File: config.mk
export PLATFORM = sky130hd
export DESIGN_NAME = ka_pack_dat
export DESIGN_NICKNAME = d
export VERILOG_FILES = /design/src/rtl/ka_pkg.sv /design/src/rtl/ka_pack_dat.sv
export SDC_FILE = /design/constraint.sdc
export NUM_CORES = 1
export LEC_CHECK = 0
export CAP_MARGIN = 5
export CORE_ASPECT_RATIO = 1.5
export CORE_MARGIN = 8
export CORE_UTILIZATION = 45
export CTS_CLUSTER_DIAMETER = 50
export DETAILED_ROUTE_END_ITERATION = 16
export PLACE_DENSITY_LB_ADDON = 0.15
export RECOVER_POWER = 50
export SLEW_MARGIN = 10
export SYNTH_ARGS = -nofsm -noshare
export SYNTH_HDL_FRONTEND = slang
export SYNTH_SLANG_ARGS = --single-unit
File: constraint.sdc
create_clock -name clk -period 2.5 [get_ports clk]
set_clock_uncertainty 0.1 [all_clocks]
set_input_delay 0.625 -clock clk [delete_from_list [all_inputs] [get_ports clk]]
set_output_delay 0.625 -clock clk [all_outputs]
set_load 0.05 [all_outputs]
File: src/rtl/ka_pkg.sv
// Shared definitions for the slice-address packer.
//   SELOU_DEF / SLICES_DEF / BADDR_DEF : default field widths and slice count
//   KA_W                               : packed word width for the defaults
//   CNT_W_DEF                          : slice counter width for the defaults
//   ka_state_e                         : packer control states
package ka_pkg;

   localparam int unsigned SELOU_DEF  = 4;
   localparam int unsigned SLICES_DEF = 4;
   localparam int unsigned BADDR_DEF  = 8;
   localparam int unsigned KA_W       = SELOU_DEF + SLICES_DEF * BADDR_DEF;
   localparam int unsigned CNT_W_DEF  = $clog2(SLICES_DEF);

   // FILL: assembling, no output; HOLD: output valid, assembly idle;
   // HOLD_FILL: output valid while the next word assembles.
   typedef enum logic [1:0] {
      FILL      = 2'd0,
      HOLD      = 2'd1,
      HOLD_FILL = 2'd2
   } ka_state_e;

endpackage

File: src/rtl/ka_pack_dat.sv
// Packs one slice address per beat plus a first-beat selector into a wide word
// and presents it on a valid/ready handshake to the decode stage.
//   clk, reset        : clock, synchronous active-high reset
//   s_sel/s_addr      : selector (first beat only) and per-beat slice address
//   s_last, s_valid   : end-of-word marker and beat valid
//   s_ready           : beat accepted this cycle when s_valid is also high
//   t_ka_dat, t_valid : packed word {sel, slice[SLICES-1] .. slice[0]} and valid
//   t_ready           : downstream accepts the word
//   short_err         : one-cycle pulse when a word closed early on s_last
module ka_pack_dat
   import ka_pkg::*;
#(
   parameter int unsigned SELOU  = SELOU_DEF,
   parameter int unsigned SLICES = SLICES_DEF,
   parameter int unsigned BADDR  = BADDR_DEF
) (
   input  logic                            clk,
   input  logic                            reset,
   input  logic [SELOU-1:0]                s_sel,
   input  logic [BADDR-1:0]                s_addr,
   input  logic                            s_last,
   input  logic                            s_valid,
   output logic                            s_ready,
   output logic [SELOU+SLICES*BADDR-1:0]   t_ka_dat,
   output logic                            t_valid,
   input  logic                            t_ready,
   output logic                            short_err
);

   localparam int unsigned CNT_W = $clog2(SLICES);
   localparam logic [CNT_W-1:0] CNT_LAST = CNT_W'(SLICES - 1);

   ka_state_e                     state_q, state_nxt;
   logic [CNT_W-1:0]              cnt_q;
   logic [SELOU-1:0]              sel_q;
   logic [SLICES-1:0][BADDR-1:0]  addr_q;

   logic [SELOU-1:0]              sel_c;
   logic [SLICES-1:0][BADDR-1:0]  addr_c;
   logic                          would_close_c;
   logic                          acc_c;
   logic                          close_c;

   // Next-state, ready and assembly-word view including the current beat.
   always_comb begin
      state_nxt     = state_q;
      sel_c         = sel_q;
      addr_c        = addr_q;
      s_ready       = 1'b0;
      would_close_c = (cnt_q == CNT_LAST) || s_last;

      // While an output word is held, a closing beat can only be taken if the
      // held word leaves this cycle; otherwise the output would be overwritten.
      case (state_q)
         FILL:            s_ready = 1'b1;
         HOLD, HOLD_FILL: s_ready = t_ready || !would_close_c;
         default:         s_ready = 1'b0;
      endcase
      if (reset) begin
         s_ready = 1'b0;
      end

      acc_c   = s_valid && s_ready;
      close_c = acc_c && would_close_c;

      // First beat latches the selector and clears the upper slices.
      if (cnt_q == '0) begin
         sel_c  = s_sel;
         addr_c = '0;
      end
      addr_c[cnt_q] = s_addr;

      case (state_q)
         FILL: begin
            if (close_c) state_nxt = HOLD;
         end
         HOLD, HOLD_FILL: begin
            if (close_c)      state_nxt = HOLD;
            else if (t_ready) state_nxt = FILL;
            else if (acc_c)   state_nxt = HOLD_FILL;
         end
         default: state_nxt = FILL;
      endcase
   end

   // State, counter, assembly and output registers.
   always_ff @(posedge clk) begin
      if (reset) begin
         state_q   <= FILL;
         cnt_q     <= '0;
         sel_q     <= '0;
         addr_q    <= '0;
         t_ka_dat  <= '0;
         t_valid   <= 1'b0;
         short_err <= 1'b0;
      end else begin
         state_q   <= state_nxt;
         t_valid   <= (state_nxt != FILL);
         short_err <= close_c && (cnt_q != CNT_LAST);
         if (acc_c) begin
            sel_q  <= sel_c;
            addr_q <= addr_c;
            cnt_q  <= close_c ? '0 : cnt_q + CNT_W'(1);
         end
         if (close_c) begin
            t_ka_dat <= {sel_c, addr_c};
         end
      end
   end

endmodule

Word level (Yosys, flattened, before mapping)
Index checks and enable logic that the tools add are counted.
{"block": "classes", "n_addsub": 1, "order_cmp": 2, "eq_ne": 4, "n_mux": 13, "n_reduce_logical": 11}
{"op": "32-bit bitwise mux", "count": 1}
{"op": "32-bit 2-to-1 mux", "count": 1}
{"op": "8-bit demux with 2-bit select", "count": 1}
{"op": "2-bit 2-to-1 mux", "count": 5}
{"op": "8-bit 2-to-1 mux", "count": 1}
{"op": "2-bit == test, second input constant", "count": 2}
{"op": "1-bit logical AND", "count": 4}
{"op": "2-bit zero test", "count": 2}
{"op": "4-bit 2-to-1 mux", "count": 1}
{"op": "2-bit case mux with 2 select lines", "count": 1}
{"op": "2-bit by 3-bit < comparator with 1-bit output, second input constant", "count": 1}
{"op": "2-bit by 1-bit adder with 2-bit output, second input constant", "count": 1}
{"op": "2-bit by 1-bit == test with 1-bit output, second input constant", "count": 1}
{"op": "2-bit by 1-bit greater-or-equal comparator with 1-bit output, second input constant", "count": 1}
{"op": "1-bit logical OR", "count": 2}
{"op": "2-bit inequality test, second input constant", "count": 1}
{"op": "1-bit case mux with 2 select lines", "count": 1}
{"op": "2-bit nonzero test", "count": 1}
{"op": "2-bit OR reduction", "count": 1}
{"op": "1-bit zero test", "count": 1}
{"op": "1-bit 2-to-1 mux", "count": 1}
{"block": "totals", "regBits": 78, "inputBits": 17, "output_inout_bits": 39}

Longest topological paths before layout
Gate-level depths: netlist (run 1).
{"block": "logic_depth", "ltp_word": 12, "mapped_depth": 9, "depth_no_buf": 6}

Least setup slack after synthesis (run 1)
Ideal clock, no wire load.
{"block": "synth_timing", "path_type": "input to output", "from": "input port reset", "to": "output port s_ready", "arrival_time_ns": 1.658, "required_ns": 1.775, "path_slack_ns": 0.117, "stages": 3, "path_buffers": 0, "path_cell_list": "nor2_1 > nand2_1 > nor2_1"}
{"block": "synth_via", "elab_chain_cells": 1}
{"item": "start: declaration", "line": "ka_pack_dat.sv:18", "text": "input logic reset,"}
{"item": "1-bit 2-to-1 mux", "line": "ka_pack_dat.sv:59", "text": "if (reset) begin"}
{"item": "end: declaration", "line": "ka_pack_dat.sv:23", "text": "output logic s_ready,"}
Every way passes these cells.

Final worst setup path (run 1)
{"block": "layout_timing", "from": "register state_q[0]", "to": "output port s_ready"}
{"block": "layout_via", "elab_chain_cells": 4, "word_cells_on_any_way": 6, "classes_between": "2 x eq/ne; 2 x mux; 2 x reduce/logical"}
{"item": "start: declaration", "line": "ka_pack_dat.sv:33", "text": "ka_state_e state_q, state_nxt;"}
{"item": "start signal: assignment", "line": "ka_pack_dat.sv:97", "text": "state_q <= state_nxt;"}
{"item": "2-bit by 1-bit == test with 1-bit output or 2-bit == test (tied branches)", "line": "ka_pack_dat.sv:54", "text": "case (state_q)"}
{"item": "2-bit OR reduction", "line": "ka_pack_dat.sv:54"}
{"item": "1-bit case mux with 2 select lines *", "line": "ka_pack_dat.sv:54"}
{"item": "1-bit 2-to-1 mux *", "line": "ka_pack_dat.sv:59"}
Mark *: on every way between the ends. The rest lies on a longest branch, timed or not.

==> run_summary.xml, run 1 <==
<?xml version="1.0" encoding="UTF-8"?>
<metrics>
  <group name="status">
    <metric name="status" unit="">complete, no violations</metric>
  </group>
  <group name="die">
    <metric name="die_w" unit="µm">87.29</metric>
    <metric name="floorplan_die_area" unit="mm²">0.01073</metric>
    <metric name="total_i_o_pin_count" unit="">56</metric>
    <metric name="initial_utilization" unit="%">45.65</metric>
    <metric name="design.core.area" unit="mm²">0.007515</metric>
    <metric name="fp.dieH" unit="µm">122.9</metric>
    <metric name="cell_rows" unit="">39</metric>
  </group>
  <group name="power_and_ir_drop">
    <metric name="max-vdd-ir-drop" unit="µV">389.6</metric>
    <metric name="p_leak" unit="nW">1.546</metric>
    <metric name="p_per_area" unit="mW/mm²">737.8</metric>
    <metric name="total_power" unit="mW">3.290</metric>
  </group>
  <group name="timing">
    <metric name="period_share" unit="%">96.16</metric>
    <metric name="worst_slew_margin_rel" unit="%">48.89</metric>
    <metric name="fin_setup_tns" unit="ps">0</metric>
    <metric name="timing.final.ws_setup" unit="ps">96.10</metric>
    <metric name="finalHoldViolations" unit="">0</metric>
    <metric name="number_of_slew_limit_violations_in_the_final_report" unit="">0</metric>
    <metric name="max_slew.worst_pin.slew" unit="ps">766.7</metric>
    <metric name="timing.hold.ws" unit="ps">352.0</metric>
    <metric name="report.final.setup_viol" unit="">0</metric>
    <metric name="max_clock_freq" unit="GHz">0.4160</metric>
    <metric name="post-route-min-period" unit="ps">2404</metric>
    <metric name="grt_setup_unrepaired" unit="">no</metric>
  </group>
  <group name="layout">
    <metric name="flow.area_growth_from_synthesis" unit="%">29.98</metric>
    <metric name="layout_nets" unit="">509</metric>
    <metric name="final_cell_count_no_fill" unit="">593</metric>
    <metric name="nFillCells" unit="">739</metric>
    <metric name="n_antenna_cell" unit="">0</metric>
    <metric name="final_common_cell" unit="">sky130_fd_sc_hd__nand2_1</metric>
    <metric name="layout_common_cells" unit="">sky130_fd_sc_hd__nand2_1, sky130_fd_sc_hd__dfxtp_1, sky130_fd_sc_hd__a21oi_1, sky130_fd_sc_hd__clkdlybuf4s50_1, sky130_fd_sc_hd__o21ai_0</metric>
    <metric name="postLayoutCellArea" unit="mm²">0.004459</metric>
    <metric name="multi_input_area" unit="mm²">0.001687</metric>
    <metric name="layout-drive-gt1-share" unit="%">7.128</metric>
    <metric name="post-route-util" unit="%">59.34</metric>
    <metric name="seq_area" unit="mm²">0.001562</metric>
  </group>
  <group name="worst_setup_path">
    <metric name="timing.setup.critical_path_class" unit="">flop to primary output</metric>
    <metric name="critical_path_peak_fanout" unit="">5</metric>
    <metric name="timing.reg2reg.setup_slack" unit="ps">270</metric>
    <metric name="setup.worst_path.end_class" unit="">primary output</metric>
    <metric name="worst_ep_arrival_time" unit="ps">1680</metric>
    <metric name="required_arrival_time_at_the_worst_endpoint" unit="ps">1770</metric>
    <metric name="startpoint_type" unit="">flop</metric>
    <metric name="worst_r2r_path_depth" unit="">7</metric>
  </group>
  <group name="placed_design">
    <metric name="dpl_cell_area" unit="mm²">0.004114</metric>
    <metric name="placed_cells_incl_taps" unit="">577</metric>
    <metric name="gpl.final_weighted_congestion" unit="">0.7169</metric>
    <metric name="detail_placement_hpwl" unit="µm">5315</metric>
    <metric name="buffer_ports.inserted" unit="">55</metric>
    <metric name="placement.setup.worst_slack" unit="ps">133.6</metric>
  </group>
  <group name="synthesis">
    <metric name="synth_simple_gate_area_share" unit="%">24.03</metric>
    <metric name="synth_top_family_by_area" unit="">simple AND/OR/NAND/NOR gates</metric>
    <metric name="synth.area.mux_share" unit="%">3.501</metric>
    <metric name="synthesis.nets" unit="">463</metric>
    <metric name="mappedNetlistArea" unit="mm²">0.003431</metric>
    <metric name="synth-compound-area-share" unit="%">19.37</metric>
    <metric name="ys.warnings.count" unit="">0</metric>
    <metric name="synthesis.instances" unit="">440</metric>
    <metric name="synthAdderAreaFrac" unit="%">2.188</metric>
    <metric name="yosys.area_share.xor_xnor" unit="%">0</metric>
    <metric name="post_synth_num_cell_types" unit="">32</metric>
    <metric name="postSynthRegisterBits" unit="">78</metric>
    <metric name="yosysSeqAreaShare" unit="%">45.51</metric>
    <metric name="postSynthAreaPerCell" unit="µm²">7.797</metric>
  </group>
  <group name="global_routing">
    <metric name="aggregate_global_route_resource_usage" unit="%">15.68</metric>
    <metric name="largest_net_degree_at_the_start_of_global_routing" unit="">76</metric>
    <metric name="grt_pass1_vias" unit="">2837</metric>
    <metric name="grt_antenna_before_repair" unit="">0</metric>
    <metric name="grt.overflow.total" unit="">0</metric>
    <metric name="grt_pass1_wl" unit="µm">13410</metric>
  </group>
  <group name="run">
    <metric name="maxCapViolCount" unit="">0</metric>
  </group>
  <group name="routing">
    <metric name="via_to_cell_ratio" unit="">5.206</metric>
    <metric name="drt_first_pass_iters" unit="">4</metric>
    <metric name="final_routed_drc_violation_total" unit="">0</metric>
    <metric name="drtIter0Drc" unit="">214</metric>
    <metric name="routed_wl" unit="µm">8267</metric>
    <metric name="wl_per_cell" unit="µm">13.94</metric>
    <metric name="detail-route-antenna-nets" unit="">0</metric>
    <metric name="detailed_route_via_count" unit="">3087</metric>
  </group>
  <group name="clock_tree">
    <metric name="h-tree-depth" unit="">3</metric>
    <metric name="postCtsSetupRepairBufs" unit="">0</metric>
    <metric name="max-clock-path-buffers" unit="">2</metric>
    <metric name="total_clock_buffers_created_by_cts" unit="">9</metric>
    <metric name="clock-root-buffer" unit="">sky130_fd_sc_hd__clkbuf_16</metric>
    <metric name="tritoncts_clock_tree" unit="">built</metric>
    <metric name="cts_num_sinks" unit="">78</metric>
    <metric name="clk_pin_slew_worst_paths" unit="ps">60</metric>
    <metric name="insertion_delay_to_the_later_sink_of_the_worst_skew_pair" unit="ps">330</metric>
  </group>
  <group name="worst_hold_path">
    <metric name="hold_path_depth" unit="">2</metric>
    <metric name="holdCritPathClass" unit="">flop to flop</metric>
  </group>
</metrics>
worst paths after layout:
path                                           startpoint                         to
worst min register to register  t_ka_dat[19]$_SDFFE_PP0P_  t_ka_dat[19]$_SDFFE_PP0P_
worst min-delay path            t_ka_dat[19]$_SDFFE_PP0P_  t_ka_dat[19]$_SDFFE_PP0P_
worst max-delay path                state_q[0]$_SDFF_PP0_                    s_ready
worst max register to register      state_q[0]$_SDFF_PP0_     addr_q[4]$_SDFFE_PP0P_
per-layer routing:
layer	global-route usage, %	routed length, µm	share of wire, %	vias up
met3	3.526	421	5.1	7
li1	-	-	-	1569
met1	18.88	3625	44	1444
met2	26.31	4131	50	67
met4	6.162	88	1.1	0
met5	0	0	0	-
where the power goes:
group | leakage [nW] | total [mW] | switching [mW] | internal, mW
sequential | 0.631 | 1.29 | 0.0153 | 1.28
combinational | 0.728 | 0.376 | 0.237 | 0.139
clock | 0.186 | 1.62 | 0.491 | 1.13
total | 1.55 | 3.29 | 0.744 | 2.55
critical path, stage by stage (launching register included):
cell	delay, ps
sky130_fd_sc_hd__dfxtp_1	360
sky130_fd_sc_hd__inv_1	70
sky130_fd_sc_hd__ha_1	320
sky130_fd_sc_hd__or2_1	290
sky130_fd_sc_hd__nand2_1	120
sky130_fd_sc_hd__nor2_2	50
sky130_fd_sc_hd__buf_12	140
logic make-up after synthesis:
group / count (synthesis)
flip-flops: 78
buffers and inverters: 41
adder cells (fa/ha/maj): 6
multiplexers: 12
AND/OR/NAND/NOR: 185
AO/OA/AOI/OAI: 118
final cells by class:
cell class,instances,share of cell area [%]
clock inverter,5,2.890
multi-input combinational,321,37.82
clock buffer,11,5.668
tap,102,2.862
inverter,6,0.5051
sequential,78,35.02
timing repair buffer,70,15.24
timing repair:
action / CTS / global route
setup endpoints to repair: 1 / 1
gates resized for setup: 1 / 1
hold buffers: 0 / 0
registers in the layout (all words and copies together) (netlist names):
| name | cells |
|---|---|
| t_ka_dat | 36 |
| addr_q | 32 |
| sel_q | 4 |
| cnt_q | 2 |
| state_q | 2 |
| short_err | 1 |
| t_valid | 1 |
cells in the mapped netlist:
cell / instances / share of area (%)
sky130_fd_sc_hd__or2_1: 2 / 0.36
sky130_fd_sc_hd__o2111ai_2: 1 / 0.44
sky130_fd_sc_hd__nand4_1: 1 / 0.18
sky130_fd_sc_hd__mux2i_1: 12 / 3.5
sky130_fd_sc_hd__nor4b_1: 1 / 0.26
sky130_fd_sc_hd__or3_1: 1 / 0.18
sky130_fd_sc_hd__nand3_1: 13 / 1.9
sky130_fd_sc_hd__nor2_1: 13 / 1.4
sky130_fd_sc_hd__nand2b_1: 25 / 4.6
sky130_fd_sc_hd__and4bb_2: 1 / 0.36
sky130_fd_sc_hd__buf_2: 13 / 1.9
sky130_fd_sc_hd__or2_0: 1 / 0.18
sky130_fd_sc_hd__inv_1: 6 / 0.66
sky130_fd_sc_hd__clkbuf_1: 17 / 1.9
sky130_fd_sc_hd__buf_1: 1 / 0.11
sky130_fd_sc_hd__o2111a_1: 1 / 0.33
sky130_fd_sc_hd__a2111oi_4: 1 / 0.80
sky130_fd_sc_hd__nand2_1: 121 / 13
sky130_fd_sc_hd__nand4bb_1: 1 / 0.33
sky130_fd_sc_hd__a22oi_1: 1 / 0.22
sky130_fd_sc_hd__dfxtp_1: 78 / 46
sky130_fd_sc_hd__o21ai_0: 41 / 6.0
sky130_fd_sc_hd__nand3b_1: 4 / 0.88
sky130_fd_sc_hd__a2111oi_0: 1 / 0.26
sky130_fd_sc_hd__ha_1: 6 / 2.2
sky130_fd_sc_hd__a211oi_1: 8 / 1.8
sky130_fd_sc_hd__buf_4: 4 / 0.88
sky130_fd_sc_hd__nor2_2: 1 / 0.18
sky130_fd_sc_hd__o22ai_1: 1 / 0.18
sky130_fd_sc_hd__a41o_1: 1 / 0.29
sky130_fd_sc_hd__o31ai_1: 1 / 0.22
sky130_fd_sc_hd__a21oi_1: 61 / 8.9
(Power assumes the default switching activity.)
==> run 2: changes to the inputs <==
GPL_TIMING_DRIVEN = 0   (was unset)
==> run_summary.xml, run 2 (synthesis gave the netlist of run 1 again) <==
<?xml version="1.0" encoding="UTF-8"?>
<metrics>
  <group name="status">
    <metric name="status" unit="">complete, no violations</metric>
  </group>
  <group name="global_routing">
    <metric name="aggregate_global_route_resource_usage" unit="%">18.00</metric>
    <metric name="largest_net_degree_at_the_start_of_global_routing" unit="">12</metric>
    <metric name="grt.overflow.total" unit="">0</metric>
    <metric name="grt_antenna_before_repair" unit="">0</metric>
    <metric name="grt_pass1_vias" unit="">3065</metric>
    <metric name="grt_pass1_wl" unit="µm">15210</metric>
  </group>
  <group name="routing">
    <metric name="detail-route-antenna-nets" unit="">0</metric>
    <metric name="detailed_route_via_count" unit="">3145</metric>
    <metric name="final_routed_drc_violation_total" unit="">0</metric>
    <metric name="via_to_cell_ratio" unit="">5.147</metric>
    <metric name="wl_met2" unit="µm">4409</metric>
    <metric name="routed_wl" unit="µm">9198</metric>
    <metric name="wl_met1" unit="µm">4060</metric>
    <metric name="routed-wl-met3" unit="µm">535</metric>
    <metric name="drt_first_pass_iters" unit="">4</metric>
    <metric name="routed.top_layer" unit="">met4</metric>
    <metric name="drtIter0Drc" unit="">172</metric>
    <metric name="wl_per_cell" unit="µm">15.05</metric>
  </group>
  <group name="layout">
    <metric name="final_cell_count_no_fill" unit="">611</metric>
    <metric name="final_common_cell" unit="">sky130_fd_sc_hd__nand2_1</metric>
    <metric name="nFillCells" unit="">735</metric>
    <metric name="postLayoutCellArea" unit="mm²">0.004379</metric>
    <metric name="flow.area_growth_from_synthesis" unit="%">27.64</metric>
    <metric name="layout_nets" unit="">529</metric>
    <metric name="layout_common_cells" unit="">sky130_fd_sc_hd__nand2_1, sky130_fd_sc_hd__dfxtp_1, sky130_fd_sc_hd__a21oi_1, sky130_fd_sc_hd__o21ai_0, sky130_fd_sc_hd__dlygate4sd3_1</metric>
    <metric name="post-route-util" unit="%">58.28</metric>
    <metric name="layout-drive-gt1-share" unit="%">6.876</metric>
    <metric name="multi_input_area" unit="mm²">0.001685</metric>
    <metric name="reg_top3" unit="">t_ka_dat (36), addr_q (32), sel_q (4)</metric>
    <metric name="largest_register_ff_count" unit="">36</metric>
    <metric name="n_antenna_cell" unit="">0</metric>
    <metric name="largest_register" unit="">t_ka_dat</metric>
    <metric name="seq_area" unit="mm²">0.001562</metric>
  </group>
  <group name="placed_design">
    <metric name="buffer_ports.inserted" unit="">54</metric>
    <metric name="gpl.final_weighted_congestion" unit="">0.8202</metric>
    <metric name="placed_cells_incl_taps" unit="">596</metric>
    <metric name="detail_placement_hpwl" unit="µm">6571</metric>
    <metric name="dpl_cell_area" unit="mm²">0.004099</metric>
    <metric name="placement.setup.worst_slack" unit="ps">-794.1</metric>
  </group>
  <group name="timing">
    <metric name="period_share" unit="%">97.16</metric>
    <metric name="report.final.setup_viol" unit="">0</metric>
    <metric name="max_clock_freq" unit="GHz">0.4117</metric>
    <metric name="post-route-min-period" unit="ps">2429</metric>
    <metric name="number_of_slew_limit_violations_in_the_final_report" unit="">0</metric>
    <metric name="max_slew.worst_pin.slew" unit="ps">613.7</metric>
    <metric name="grt_setup_unrepaired" unit="">no</metric>
    <metric name="fin_setup_tns" unit="ps">0</metric>
    <metric name="finalHoldViolations" unit="">0</metric>
    <metric name="timing.final.ws_setup" unit="ps">71.11</metric>
    <metric name="worst_slew_margin_rel" unit="%">59.09</metric>
  </group>
  <group name="worst_setup_path">
    <metric name="required_arrival_time_at_the_worst_endpoint" unit="ps">1770</metric>
    <metric name="critical_path_peak_fanout" unit="">4</metric>
    <metric name="timing.setup.critical_path_class" unit="">input pin to primary output</metric>
    <metric name="startpoint_type" unit="">input pin</metric>
    <metric name="worst_ep_arrival_time" unit="ps">1700</metric>
    <metric name="setup.worst_path.end_class" unit="">primary output</metric>
  </group>
  <group name="clock_tree">
    <metric name="total_clock_buffers_created_by_cts" unit="">9</metric>
    <metric name="cts_num_sinks" unit="">78</metric>
    <metric name="tritoncts_clock_tree" unit="">built</metric>
    <metric name="insertion_delay_to_the_later_sink_of_the_worst_skew_pair" unit="ps">330</metric>
    <metric name="cts_hold_buffers" unit="">0</metric>
    <metric name="clk_pin_slew_worst_paths" unit="ps">50</metric>
    <metric name="clock-root-buffer" unit="">sky130_fd_sc_hd__clkbuf_16</metric>
    <metric name="h-tree-depth" unit="">3</metric>
    <metric name="max-clock-path-buffers" unit="">2</metric>
  </group>
  <group name="run">
    <metric name="maxCapViolCount" unit="">0</metric>
  </group>
  <group name="power_and_ir_drop">
    <metric name="seq_power_share" unit="%">44.5</metric>
    <metric name="p_leak" unit="nW">1.641</metric>
    <metric name="share_clk_of_total_power" unit="%">42.4</metric>
    <metric name="p_sw_share" unit="%">25.14</metric>
    <metric name="p_per_area" unit="mW/mm²">661.5</metric>
    <metric name="p_switching" unit="mW">0.7283</metric>
    <metric name="max-vdd-ir-drop" unit="µV">422.8</metric>
    <metric name="share_comb_of_total_power" unit="%">13.1</metric>
    <metric name="internal_power" unit="mW">2.169</metric>
  </group>
  <group name="die">
    <metric name="initial_utilization" unit="%">45.65</metric>
    <metric name="die_w" unit="µm">87.29</metric>
    <metric name="floorplan_die_area" unit="mm²">0.01073</metric>
    <metric name="design.core.area" unit="mm²">0.007515</metric>
    <metric name="fp.dieH" unit="µm">122.9</metric>
    <metric name="total_i_o_pin_count" unit="">56</metric>
    <metric name="cell_rows" unit="">39</metric>
  </group>
  <group name="worst_hold_path">
    <metric name="holdCritPathClass" unit="">flop to flop</metric>
  </group>
</metrics>
## run 2: cell types whose count changed in the layout (fill, tap and decap cells not counted), moves of 3 or more
cell,before,now
sky130_fd_sc_hd__clkdlybuf4s50_1,52,16
sky130_fd_sc_hd__dlygate4sd3_1,1,36
sky130_fd_sc_hd__clkbuf_1,3,21
sky130_fd_sc_hd__buf_2,1,12
sky130_fd_sc_hd__buf_12,3,0
sky130_fd_sc_hd__buf_4,7,4
sky130_fd_sc_hd__bufinv_16,4,1
## run 2: worst paths after layout
| path | from | to | slack, ps | depth (start not counted) |
|---|---|---|---|---|
| worst max-delay path | t_ready | s_ready | 70 | 5 |
| worst min-delay path | t_ka_dat[17]$_SDFFE_PP0P_ | t_ka_dat[17]$_SDFFE_PP0P_ | 350 | 2 |
| worst max register to register | state_q[0]$_SDFF_PP0_ | addr_q[12]$_SDFFE_PP0P_ | 270 | 9 |
| worst min register to register | t_ka_dat[17]$_SDFFE_PP0P_ | t_ka_dat[17]$_SDFFE_PP0P_ | 350 | 2 |
## run 2: layout make-up
| class | count | area share [%] |
|---|---|---|
| buffer | 35 | 3.629 |
| tap | 102 | 2.914 |
| multi-input combinational | 321 | 38.49 |
| inverter | 6 | 0.5143 |
| clock inverter | 2 | 0.8000 |
| timing repair buffer | 55 | 12.60 |
| sequential | 78 | 35.66 |
| clock buffer | 12 | 5.400 |
## run 2: metrics by stage
step	power, mW	hold slack, ps
final	2.897	348.7
after CTS	2.925	354.8
after floorplan	1.564	336.8
after global placement	1.693	341.9
after detailed placement	1.699	347.3
after global routing	3.006	371.1
## run 2: worst max-delay path, cell delays in order
cell and delay [ps]:
sky130_fd_sc_hd__clkdlybuf4s50_1 460, sky130_fd_sc_hd__or2_4 300, sky130_fd_sc_hd__nor2_1 120, sky130_fd_sc_hd__nor2_2 60, sky130_fd_sc_hd__buf_6 150
## run 2: power groups by stage
stage	logic (mW)	clock network (mW)	registers (mW)
3_5_place_dp	0.381	0	1.32
6_report	0.378	1.23	1.29
3_3_place_gp	0.376	0	1.32
4_1_cts	0.385	1.25	1.29
5_1_grt	0.409	1.30	1.29
2_1_floorplan	0.195	0	1.37
## run 2: repair_timing
action                                  4_1_cts  5_1_grt
pin swaps                                     1        0
cloned                                        0        0
gates resized for setup                       8        9
setup buffers                                 1        0
endpoints found under the setup margin        1        6
## run 2: routing by layer
layer,global-route usage (%),up-vias
met3,4.059,12
met4,7.135,0
li1,-,1607
met1,22.14,1442
met2,29.64,84
met5,0,-
